==> config.mk <==
export PLATFORM = sky130hd
export DESIGN_NAME = pipe_hazard_ctrl
export DESIGN_NICKNAME = d
export VERILOG_FILES = /design/src/rtl/pipe_hazard_ctrl_pkg.sv /design/src/rtl/pipe_hazard_ctrl_hazard_cmp.sv /design/src/rtl/pipe_hazard_ctrl.sv
export SDC_FILE = /design/constraint.sdc
export NUM_CORES = 1
export LEC_CHECK = 0
export CAP_MARGIN = 25
export CORE_MARGIN = 3
export CORE_UTILIZATION = 40
export DETAILED_ROUTE_END_ITERATION = 7
export PLACE_DENSITY = 0.67
export SYNTH_ARGS = -nofsm -noshare
export SYNTH_HDL_FRONTEND = slang
export SYNTH_SLANG_ARGS = --single-unit
==> constraint.sdc <==
create_clock -name clk -period 2.8 [get_ports clk]
set_input_delay 0.28 -clock clk [delete_from_list [all_inputs] [get_ports clk]]
set_output_delay 0.28 -clock clk [all_outputs]
set_load 0.05 [all_outputs]
==> src/rtl/pipe_hazard_ctrl_pkg.sv <==
// -----------------------------------------------------------------------------
// pipe_hazard_ctrl_pkg
// Shared definitions for the 4-stage IF/ID/EXE/WB interlock controller.
//   DEF_ASIZE : default register-address width (the legacy `ASIZE value)
//   ZERO_REG  : index of the hard-wired zero register
//   sb_slot_t : one scoreboard slot (a producer's destination register)
// -----------------------------------------------------------------------------
package pipe_hazard_ctrl_pkg;

  localparam int DEF_ASIZE = 5;
  localparam int ZERO_REG  = 0;

  typedef struct packed {
    logic                 valid;
    logic [DEF_ASIZE-1:0] addr;
  } sb_slot_t;

endpackage

==> src/rtl/pipe_hazard_ctrl_hazard_cmp.sv <==
// -----------------------------------------------------------------------------
// hazard_cmp
// Compares one ID source operand against both scoreboard slots.
// Ports:
//   raddr      in  ASIZE  source register of the ID instruction
//   ex_v/ex_a  in         EXE slot valid / destination
//   wb_v/wb_a  in         WB slot valid / destination
//   hit        out 1      operand depends on a pending producer
// With WB_BYPASS the register file forwards the WB write on the same cycle,
// so only the EXE slot can block. With ZERO_REG_RO a write to register 0 is
// discarded, so it can never be a producer.
// -----------------------------------------------------------------------------
module hazard_cmp
  import pipe_hazard_ctrl_pkg::*;
#(
  parameter int ASIZE       = DEF_ASIZE,
  parameter bit WB_BYPASS   = 1'b0,
  parameter bit ZERO_REG_RO = 1'b1
) (
  input  logic [ASIZE-1:0] raddr,
  input  logic             ex_v,
  input  logic [ASIZE-1:0] ex_a,
  input  logic             wb_v,
  input  logic [ASIZE-1:0] wb_a,
  output logic             hit
);

  function automatic logic slot_match(input logic [ASIZE-1:0] r,
                                      input logic [ASIZE-1:0] a,
                                      input logic             v);
    return v && (r == a) && !(ZERO_REG_RO && (a == ASIZE'(ZERO_REG)));
  endfunction

  always_comb begin
    hit = slot_match(raddr, ex_a, ex_v) ||
          (!WB_BYPASS && slot_match(raddr, wb_a, wb_v));
  end

endmodule

==> src/rtl/pipe_hazard_ctrl.sv <==
// -----------------------------------------------------------------------------
// pipe_hazard_ctrl
// RAW interlock for the IF/ID/EXE/WB register-file pipeline. A shadow
// scoreboard mirrors the destination registers held in ID/EXE and EXE/WB;
// an ID instruction reading one of them stalls PC and IF/ID while a bubble
// is pushed into ID/EXE, until the producer has written back.
// Ports:
//   clk, rst                 clock, asynchronous active-low reset
//   id_valid                 ID holds a real instruction
//   id_raddr1/id_raddr2      rs / rt fields
//   id_use_rs2               rt is a source operand
//   id_wen/id_waddr          ID instruction write enable / destination
//   cnt_clr                  synchronous clear of stall_cnt (wins over +1)
//   stall, bubble            hold PC+IF/ID, zero ID/EXE wen (combinational)
//   ex_busy, wb_busy         scoreboard slot valid flags
//   stall_cnt                saturating count of stall cycles
// Slots drain in at most two edges, so re-evaluating every cycle is enough;
// no stall-length state is kept.
// -----------------------------------------------------------------------------
module pipe_hazard_ctrl
  import pipe_hazard_ctrl_pkg::*;
#(
  parameter int ASIZE       = DEF_ASIZE,
  parameter bit WB_BYPASS   = 1'b0,
  parameter bit ZERO_REG_RO = 1'b1,
  parameter int CNT_W       = 16
) (
  input  logic             clk,
  input  logic             rst,
  input  logic             id_valid,
  input  logic [ASIZE-1:0] id_raddr1,
  input  logic [ASIZE-1:0] id_raddr2,
  input  logic             id_use_rs2,
  input  logic             id_wen,
  input  logic [ASIZE-1:0] id_waddr,
  input  logic             cnt_clr,
  output logic             stall,
  output logic             bubble,
  output logic             ex_busy,
  output logic             wb_busy,
  output logic [CNT_W-1:0] stall_cnt
);

  logic             ex_v;
  logic [ASIZE-1:0] ex_a;
  logic             wb_v;
  logic [ASIZE-1:0] wb_a;
  logic             hit1;
  logic             hit2;

  hazard_cmp #(
    .ASIZE      (ASIZE),
    .WB_BYPASS  (WB_BYPASS),
    .ZERO_REG_RO(ZERO_REG_RO)
  ) u_cmp_rs1 (
    .raddr(id_raddr1),
    .ex_v (ex_v),
    .ex_a (ex_a),
    .wb_v (wb_v),
    .wb_a (wb_a),
    .hit  (hit1)
  );

  hazard_cmp #(
    .ASIZE      (ASIZE),
    .WB_BYPASS  (WB_BYPASS),
    .ZERO_REG_RO(ZERO_REG_RO)
  ) u_cmp_rs2 (
    .raddr(id_raddr2),
    .ex_v (ex_v),
    .ex_a (ex_a),
    .wb_v (wb_v),
    .wb_a (wb_a),
    .hit  (hit2)
  );

  // Any combination of rs1/rs2 and EXE/WB matches is a single stall cycle.
  always_comb begin
    stall   = id_valid && (hit1 || (id_use_rs2 && hit2));
    bubble  = stall;
    ex_busy = ex_v;
    wb_busy = wb_v;
  end

  // Scoreboard shifts every edge; a stalled ID instruction is replaced by an
  // invalid entry so it is compared again next cycle rather than recorded.
  always_ff @(posedge clk or negedge rst) begin
    if (!rst) begin
      ex_v <= 1'b0;
      ex_a <= '0;
      wb_v <= 1'b0;
      wb_a <= '0;
    end else begin
      wb_v <= ex_v;
      wb_a <= ex_a;
      if (stall) begin
        ex_v <= 1'b0;
      end else begin
        ex_v <= id_valid && id_wen;
        ex_a <= id_waddr;
      end
    end
  end

  always_ff @(posedge clk or negedge rst) begin
    if (!rst) begin
      stall_cnt <= '0;
    end else if (cnt_clr) begin
      stall_cnt <= '0;
    end else if (stall && (stall_cnt != {CNT_W{1'b1}})) begin
      stall_cnt <= stall_cnt + CNT_W'(1);
    end
  end

endmodule

==> results.py <==
metrics = {
    "sta": {
        "setup-violations-final": 0,
        "finalClockSkew_ns": 0.00134,
        "rsz_0062_raised_after_global_routing": "no",
        "finalCriticalPeriod_ns": 2.65,
        "max_slew.worst_pin.slew_ns": 0.645,
        "final_critical_path_setup_slack_ns": 0.148,
        "finalCritPeriodShare_pct": 94.7,
        "setup_tns_ns": 0,
        "achievable-frequency_ghz": 0.377,
        "relSlewSlack_pct": 56.9,
        "slew_violations": 0,
        "timing.final.hold_violations": 0,
    },
    "setup_path": {
        "worst_ep_arrival_time_ns": 2.37,
        "cp_max_fo": 22,
        "end_kind": "output port",
        "required_ns": 2.52,
        "critical_path_class": "reg -> out",
        "critical_path_start_type": "register",
    },
    "logic_synthesis": {
        "post-synth-top-area-cell": "sky130_fd_sc_hd__dfrtp_1",
        "synth_seq_area_share_pct": 42.9,
        "most_repeated_cell_in_the_gate_level_netlist_after_synthesis": "sky130_fd_sc_hd__dfrtp_1",
        "synth.net_count": 188,
        "ys_seq_elements": 28,
        "dominantRegCellSynth": "sky130_fd_sc_hd__dfrtp_1",
        "post_synth_num_cell_types": 37,
        "ys.warnings.count": 0,
        "ys_async_sr_fraction_pct": 100,
        "avgSynthCellArea_um2": 9.83,
        "postSynthCellCount": 166,
        "area_of_the_mapped_netlist_mm2": 0.00163,
        "post_synth_most_frequent_cells": "28 x sky130_fd_sc_hd__dfrtp_1, 20 x sky130_fd_sc_hd__nand2_1, 12 x sky130_fd_sc_hd__xnor2_1",
        "synth_top_cell_area_share_pct": 42.9,
        "synth-edff-count": 0,
        "cell_types_with_the_largest_area_share_after_synthesis": "sky130_fd_sc_hd__dfrtp_1 43%, sky130_fd_sc_hd__xnor2_1 6.4%, sky130_fd_sc_hd__xor2_1 4.8%",
    },
    "final_layout": {
        "layout-drive-gt1-share_pct": 14.6,
        "footprint_of_the_multi_input_gates_um2": 863,
        "n_fill_cell": 330,
        "syn2layout_area_growth_pct": 32.1,
        "layout.area.seq_um2": 701,
        "final_design_area_no_fill_mm2": 0.00216,
        "fin_nets": 229,
        "antenna_cells_inserted": 0,
    },
    "floorplan": {
        "die_width_um": 69.9,
        "floorplan.initialDensity_pct": 43.0,
        "io_pins": 41,
        "chipHeight_um": 69.9,
        "design.die.area_mm2": 0.00488,
        "core-area_mm2": 0.00380,
        "std_cell_rows": 22,
    },
    "global_route": {
        "globalRoute.totalOverflow": 0,
        "antenna_found_initial": 0,
        "gr-usage-all-layers_pct": 16.0,
        "largest_net_degree_at_the_start_of_global_routing": 29,
        "grt_first_pass_wirelength_um": 6390,
        "first_global_vias": 1353,
    },
    "flow_run": {
        "cap_violations": 0,
    },
    "clock_network": {
        "h-tree-depth": 1,
        "cts.reportedPaths.clkPinSlew_ns": 0.09,
        "clkSinkCount": 28,
        "cts-root-buf": "sky130_fd_sc_hd__clkbuf_8",
        "clk_latency_ns": 0.27,
        "cts_inserted_buffers": 3,
        "tritoncts_clock_tree": "yes",
        "cts_buffer_depth": 2,
        "cts_resized": 0,
        "cts_post_setup_buffers_inserted": 0,
        "holdBufCountCts": 0,
    },
    "hold_path": {
        "timing.hold.worst.class": "in -> async",
    },
    "route": {
        "post_drt_via_cell_ratio": 5.23,
        "final_antenna_net_count": 0,
        "detail_route.first_pass.iterations": 4,
        "remaining_routing_drc_violations": 0,
        "route.final.wire_length_um": 3800,
        "wl_per_cell_um": 15.0,
        "detail_route.iter0.violations": 55,
        "vias": 1329,
    },
    "placement": {
        "placed_area_mm2": 0.00208,
        "place_ws_ns": 0.254,
        "portBuffers": 40,
        "place.gp.congestion": 0.815,
        "hpwl_um": 2850,
    },
    "power": {
        "cellPowerDensity_mw_per_mm2": 397,
        "max-vdd-ir-drop_v": 0.000254,
        "static-leakage-power_nw": 0.886,
    },
    "status": {
        "status": "complete, no violations",
    },
}
-- cell type report --
| class | instances | share of cell area [%] |
|---|---|---|
| clock buffer | 3 | 1.92 |
| tap | 48 | 2.79 |
| sequential | 28 | 32.5 |
| multi-input combinational | 128 | 40.0 |
| timing repair buffer | 44 | 20.9 |
| inverter | 2 | 0.464 |
| clock inverter | 1 | 1.39 |
-- registers in the layout (all words and copies together) (netlist names) --
name       count
wb_busy        1
ex_a           5
stall_cnt     16
wb_a           5
ex_busy        1
-- stage by stage --
step           hold WS [ns]  power, mW  std cells  util [%]
6_report              0.370      0.857        254      56.8
5_1_grt               0.378      0.898        254      56.8
4_1_cts               0.379      0.874        254      56.8
3_5_place_dp          0.438      0.550        250      54.9
3_3_place_gp          0.442      0.548        250      54.9
2_1_floorplan       -0.0156      0.489        166         -
-- layer usage --
layer / vias up / share of wire, % / GRT usage [%]
met4: 0 / 0.50 / 3.40
li1: 659 / - / -
met3: 2 / 4.8 / 4.46
met2: 29 / 47 / 25.2
met1: 639 / 48 / 21.9
met5: - / 0 / 0
-- cells in the final DEF (no fill, tap or decap), drive strengths merged, types with 2 or more instances in the layout --
cell type and instances:
o21ai 11, dfrtp 28, nand3b 2, nand4 5, nor2 10, or4 4, and4 3, xor2 9
clkdlybuf4s50 38, inv 2, nor4 4, nor2b 8, nand3 9, a21oi 8, xnor2 12, buf 6
nand2 20, clkbuf 3, or3 5, mux2 6, and3 6
-- cells by family (layout without fill, tap and decap cells) --
family                     after synthesis  after routing  synth area share, %
AOI/OAI and AO/OA                       23             23                 10.1
muxes                                    6              6                 4.60
buffers and inverters                   10             50                 4.14
and+or+nand+nor                         77             77                 26.2
DFF                                     28             28                 42.9
adders and majority gates                1              1                0.767
xor gates and xnor gates                21             21                 11.3
-- critical path, cell delays in order, from the launching register on --
cell and delay (ns):
sky130_fd_sc_hd__dfrtp_1 0.45, sky130_fd_sc_hd__or4_1 0.53, sky130_fd_sc_hd__o21ai_2 0.18, sky130_fd_sc_hd__nor4_1 0.10, sky130_fd_sc_hd__o21ai_1 0.17, sky130_fd_sc_hd__and2_4 0.34
sky130_fd_sc_hd__inv_4 0.15, sky130_fd_sc_hd__buf_12 0.18
-- where the power goes --
group / leakage, nW / total [mW] / internal (mW) / switching (mW)
clock network: 0.0357 / 0.316 / 0.191 / 0.124
logic: 0.484 / 0.112 / 0.0574 / 0.0542
registers: 0.366 / 0.429 / 0.415 / 0.0145
-- worst paths after layout --
| path | from | to | slack [ns] | depth (start not counted) |
|---|---|---|---|---|
| max in group asynchronous | rst | stall_cnt[2]$_DFFE_PN0P_ | 2.15 | 2 |
| setup / recovery | ex_a[1]$_DFFE_PN0N_ | bubble | 0.15 | 7 |
| hold reg to reg | ex_busy$_DFF_PN0_ | wb_busy$_DFF_PN0_ | 0.46 | 0 |
| min in group clk | ex_busy$_DFF_PN0_ | wb_busy$_DFF_PN0_ | 0.46 | 0 |
| setup reg to reg | ex_a[1]$_DFFE_PN0N_ | stall_cnt[10]$_DFFE_PN0P_ | 0.29 | 8 |
| hold / removal | rst | stall_cnt[4]$_DFFE_PN0P_ | 0.37 | 2 |
Note: power is estimated with default switching activity, not from simulation.
==> RTL change 1, RTL diff (same settings) <==
The package constant `DEF_ASIZE` goes from 5 to 10.
--- a/src/rtl/pipe_hazard_ctrl_pkg.sv
+++ b/src/rtl/pipe_hazard_ctrl_pkg.sv
@@ -9,3 +9,3 @@
 
-  localparam int DEF_ASIZE = 5;
+  localparam int DEF_ASIZE = 10;
   localparam int ZERO_REG  = 0;
Ports: changed (resized id_raddr1, id_raddr2 and id_waddr); port bits go from 41 to 56. The function was not compared with the original's and may differ.
==> RTL change 1 against the unedited design <==
  * Wire length increased by 55%
  * Sequential share of layout area decreased by 2.7 points
  * Non-clock buffer count increased by 16
  * Sequential power increased by 38%
  * Worst setup slack got worse by 0.058 ns
  * Power increased by 57%
  * Sequential cell count increased by 10
  * Cell count increased by 44%
  * Synthesized area increased by 45%
  * Cell area increased by 48%
==> RTL change 1: results (changes against the unedited design) <==
clock_network:
  htreeDepth: 2  # +1
  insertion_delay_ns: 0.29  # +0.02 ns
  cts_made_buffers: 5  # +2
pwr:
  combinationalPowerShare: 0.138  # +0.008
  p_clk_uw: 567  # +79%
logic_synthesis:
  synth_compound_area_frac: 0.0981  # -0.00308
  syn_area_per_cell_sq_um: 10.1  # +3.0%
  synthAdderAreaFrac: 0.00531  # -0.00236
  ys_types: 42  # +14%
  ys_seq_area_frac: 0.403  # -0.0263
  yosys.area_share.xor_xnor: 0.149  # +0.0358
  ys_top_cells_by_area: "dfrtp_1, xnor2_1, mux2_2"
  synth_mux_area_frac: 0.105  # +0.0585
  synth_commonest_cells: "dfrtp_1, xnor2_1, nor2_1, mux2_2, nand2_1"
status:
  outcome: "completed"
finish:
  layout.nets: 331  # +45%
  drive_above_1_share: 0.146  # about the same
  reg_top3: "stall_cnt: 16 flops, ex_a: 10 flops, wb_a: 10 flops"
global_route:
  grt_pass1_wl_mm: 9.83  # +54%
  grt_max_degree: 39  # +34%
  grt_util_all_layers: 0.188  # +0.0281
placement:
  place_area_sq_um: 3020  # +45%
  port_buffers: 55  # +38%
  gp_congestion: 0.846  # +3.9%
  dp_slack_ns: -0.0141  # -0.268 ns
routing:
  wl_mm: 5.88  # +55%
setup_path:
  cp_max_fo: 12  # -45%
  arrival_ns: 2.43  # +0.06 ns
sta:
  fin_skew_ns: 0.0112  # +0.00985 ns
-- RTL change 1: changes by cell type in the layout (fill, tap and decap cells not counted), moves of 4 or more --
cell / before / now
mux2_2: 3 / 16
a21oi_1: 5 / 10
clkdlybuf4s50_1: 38 / 52
o21ai_0: 4 / 0
xnor2_1: 12 / 31
dfrtp_1: 28 / 38
o21ai_2: 5 / 1
nand4_1: 5 / 11
mux2_1: 1 / 5
or3_1: 5 / 0
nor2_1: 9 / 20
nand2_1: 20 / 12
inv_1: 1 / 7
-- RTL change 1: routing by layer --
metal | vias up | GRT usage | part of all wire
met3 | 6 | 0.0378 | 0.034
met1 | 988 | 0.262 | 0.47
li1 | 962 | - | -
met5 | - | 0 | 0
met2 | 38 | 0.299 | 0.49
met4 | 0 | 0.0441 | 0.0097
-- RTL change 1: cell type report --
type | instances | area (sq um)
clock inverter | 3 | 68.8
clock buffer | 5 | 68.8
inverter | 7 | 26.3
sequential | 38 | 951
timing repair buffer | 60 | 603
tap | 72 | 90.1
fill | 523 | 2420
multi-input combinational | 182 | 1380
-- RTL change 1: worst max-delay path, delay by kind of cell --
| kind | cells | cell delay, ns |
|---|---|---|
| buf+inv | 3 | 0.89 |
| simple gates | 2 | 0.65 |
| xor+xnor | 1 | 0.31 |
| compound gates | 2 | 0.30 |
-- RTL change 1: worst paths after layout --
| kind | from | depth (start not counted) | slack (ns) | to |
|---|---|---|---|---|
| worst max register to register | ex_a[4] | 6 | 0.31 | stall_cnt[13] |
| worst max-delay path | id_raddr1[0] | 8 | 0.09 | stall |
| max in group asynchronous | rst | 1 | 2.17 | ex_a[5] |
| min in group clk | ex_a[8] | 0 | 0.48 | wb_a[8] |
| worst min-delay path | rst | 1 | 0.08 | stall_cnt[11] |
| worst min register to register | ex_a[8] | 0 | 0.48 | wb_a[8] |
==> RTL change 2, RTL diff (same flow settings) <==
Without the edit above. Register the output `stall_cnt` once more, cleared by the reset; this adds one clock of latency there. The other outputs are not delayed to match. Comments in the files are not updated.
--- a/src/rtl/pipe_hazard_ctrl.sv
+++ b/src/rtl/pipe_hazard_ctrl.sv
@@ -42,2 +42,4 @@
 );
+
+  logic [CNT_W-1:0] stall_cnt_s0;
 
@@ -106,7 +108,15 @@
     if (!rst) begin
+      stall_cnt_s0 <= '0;
+    end else if (cnt_clr) begin
+      stall_cnt_s0 <= '0;
+    end else if (stall && (stall_cnt_s0 != {CNT_W{1'b1}})) begin
+      stall_cnt_s0 <= stall_cnt_s0 + CNT_W'(1);
+    end
+  end
+
+  always_ff @(posedge clk or negedge rst) begin
+    if (!rst) begin
       stall_cnt <= '0;
-    end else if (cnt_clr) begin
-      stall_cnt <= '0;
-    end else if (stall && (stall_cnt != {CNT_W{1'b1}})) begin
-      stall_cnt <= stall_cnt + CNT_W'(1);
+    end else begin
+      stall_cnt <= stall_cnt_s0;
     end
Formal check against the unedited RTL: not equivalent (Yosys sat finds a counterexample within 4 cycles, from zero or initial values and one cycle with rst low).
==> RTL change 2 against the unedited design <==
  * Wire length up 12%
  * Clock skew up 0.0023 ns
  * Cell area up 17%
  * Non-clock buffer count down 2
  * Sequential share of layout area up 11 points
  * Worst setup slack better by 0.032 ns
  * Synthesized area up 20%
  * Count of clock-buffer cells in the layout up 2
  * Sequential cell count up 16
  * Power up 34%
  * Critical path type unchanged
==> RTL change 2: results (changes against the unedited design) <==
placement:
  dp_hpwl_mm: 3.13  # +10%
  place_area_sq_um: 2410  # +15%
  gp_congestion: 0.865  # +6.1%
  dp_cells: 267  # +6.8%
  port_buffers: 40  # unchanged
  dp_slack_ns: 0.287  # +0.0335 ns
logic_synthesis:
  async_reset_ff_frac: 1.00  # unchanged
  ys_top_cells_by_area: "dfrtp_1, xnor2_1, xor2_1"
  ys_seq_area_frac: 0.564  # +0.135
  yosysTopAreaCell: "dfrtp_1"
  syn_inst: 168  # +1.2%
  synth_commonest_cells: "dfrtp_1, xnor2_1, a21oi_1, nand3_1"
  syn-num-nets: 190  # +1.1%
  ys_types: 34  # -8.1%
  yosysWarnings: 0  # unchanged
clock_network:
  cts-resized-gates: 0  # unchanged
  htreeDepth: 2  # +1
  insertion_delay_ns: 0.29  # +0.02 ns
  cts_made_buffers: 5  # +2
  cts_buffer_depth: 2  # unchanged
  cts.clk_slew.worst_paths_ns: 0.08
  ctsRootBufferMaster: "clkbuf_8"
  post-cts-setup-buffer-count: 0  # unchanged
sta:
  tightest_slew_ns: 0.569  # -0.0765 ns
  fin_setup_tns_ns: 0  # unchanged
  finalHoldViolations: 0  # unchanged
  fin_skew_ns: 0.00364  # +0.00230 ns
routing:
  drtIter0Drc: 89  # +62%
  drtPass1Iterations: 4  # unchanged
  via_per_inst: 5.29  # +1.2%
  wl_per_cell_um: 15.4  # +3.2%
  wl_mm: 4.26  # +12%
worst_hold_path:
  hold_path.class: "in2async"
setup_path:
  arrival_ns: 2.34  # -0.03 ns
  cp_max_fo: 7  # -68%
global_route:
  grt_max_degree: 45  # +55%
  antenna_found_initial: 0  # unchanged
  grt_pass1_wl_mm: 7.19  # +13%
  grt_util_all_layers: 0.166  # +0.00666
  grt_pass1_vias: 1457  # +7.7%
pwr:
  ir_drop_uv: 263  # +3.5%
  leakage_uw: 0.00100  # +13%
finish:
  fill_cells: 394  # +19%
  reg_top3: "stall_cnt: 16 flops, stall_cnt_s0: 16 flops"
  layout.nets: 233  # +1.7%
  antenna_cells: 0  # unchanged
  drive_above_1_share: 0.0948  # -0.0508
flow_run:
  maxCapViolations: 0  # unchanged
status:
  outcome: "completed"
==> RTL change 2: cell count changes in the layout (fill, tap and decap cells not counted), moves of 4 or more <==
cell,unedited run,this run
o31ai_1,1,5
mux2_1,1,5
dfrtp_1,28,44
nand3_1,9,13
nor2b_1,8,0
a21oi_1,5,13
buf_4,4,0
nand2_1,20,8
==> RTL change 2: worst max-delay path: stages (launching register included) <==
cell and delay (ns):
dfrtp_1 0.46, or4_1 0.56, o21ai_2 0.19, nor4_2 0.09, o21ai_0 0.17, nand2_1 0.08, and2_1 0.29, buf_12 0.21
==> RTL change 2: cell type report <==
class,instances,area share
Sequential cell,44,0.437
Multi-Input combinational cell,116,0.318
Clock buffer,5,0.0273
Inverter,2,0.00298
Clock inverter,2,0.00497
Tap cell,65,0.0323
Timing Repair Buffer,42,0.177
==> RTL change 2: routing by layer <==
metal	global-route usage	wire (um)
met5	0	0
met4	0.0524	41
met3	0.0435	163
met2	0.253	2110
met1	0.233	1950
==> RTL change 2: power breakdown <==
| part | switching (uW) | internal (uW) | total, uW | leakage, uW |
|---|---|---|---|---|
| Sequential | 16.1 | 645 | 661 | 0.000590 |
| Clock | 203 | 169 | 372 | 0.0000400 |
| Combinational | 56.1 | 57.2 | 113 | 0.000374 |
| Total | 275 | 871 | 1150 | 0.00100 |
==> RTL change 2: path summary, 6_finish.rpt <==
| path | end | from | slack, ns | depth (start not counted) |
|---|---|---|---|---|
| worst max-delay path | bubble | ex_a[0] | 0.18 | 7 |
| worst min-delay path | stall_cnt[4] | rst | 0.34 | 2 |
| worst max register to register | stall_cnt_s0[7] | stall_cnt_s0[0] | 0.32 | 8 |
| worst min register to register | wb_busy | ex_busy | 0.42 | 0 |
| max in group asynchronous | ex_busy | rst | 2.04 | 3 |
| min in group clk | wb_busy | ex_busy | 0.42 | 0 |
==> RTL change 2: cell families after synthesis <==
| kind of cell | synth area share |
|---|---|
| simple gates | 0.165 |
| flops | 0.564 |
| compound gates | 0.101 |
| xor+xnor | 0.103 |
| buf+inv | 0.0250 |
| mux | 0.0340 |
| fa+ha+maj | 0.00641 |
==> RTL change 2: metrics by stage <==
step / total power, uW / util
3_3_place_gp: 781 / 0.531
2_1_floorplan: 723 / -
3_5_place_dp: 784 / 0.531
6_report: 1150 / 0.555
4_1_cts: 1160 / 0.549
5_1_grt: 1210 / 0.555
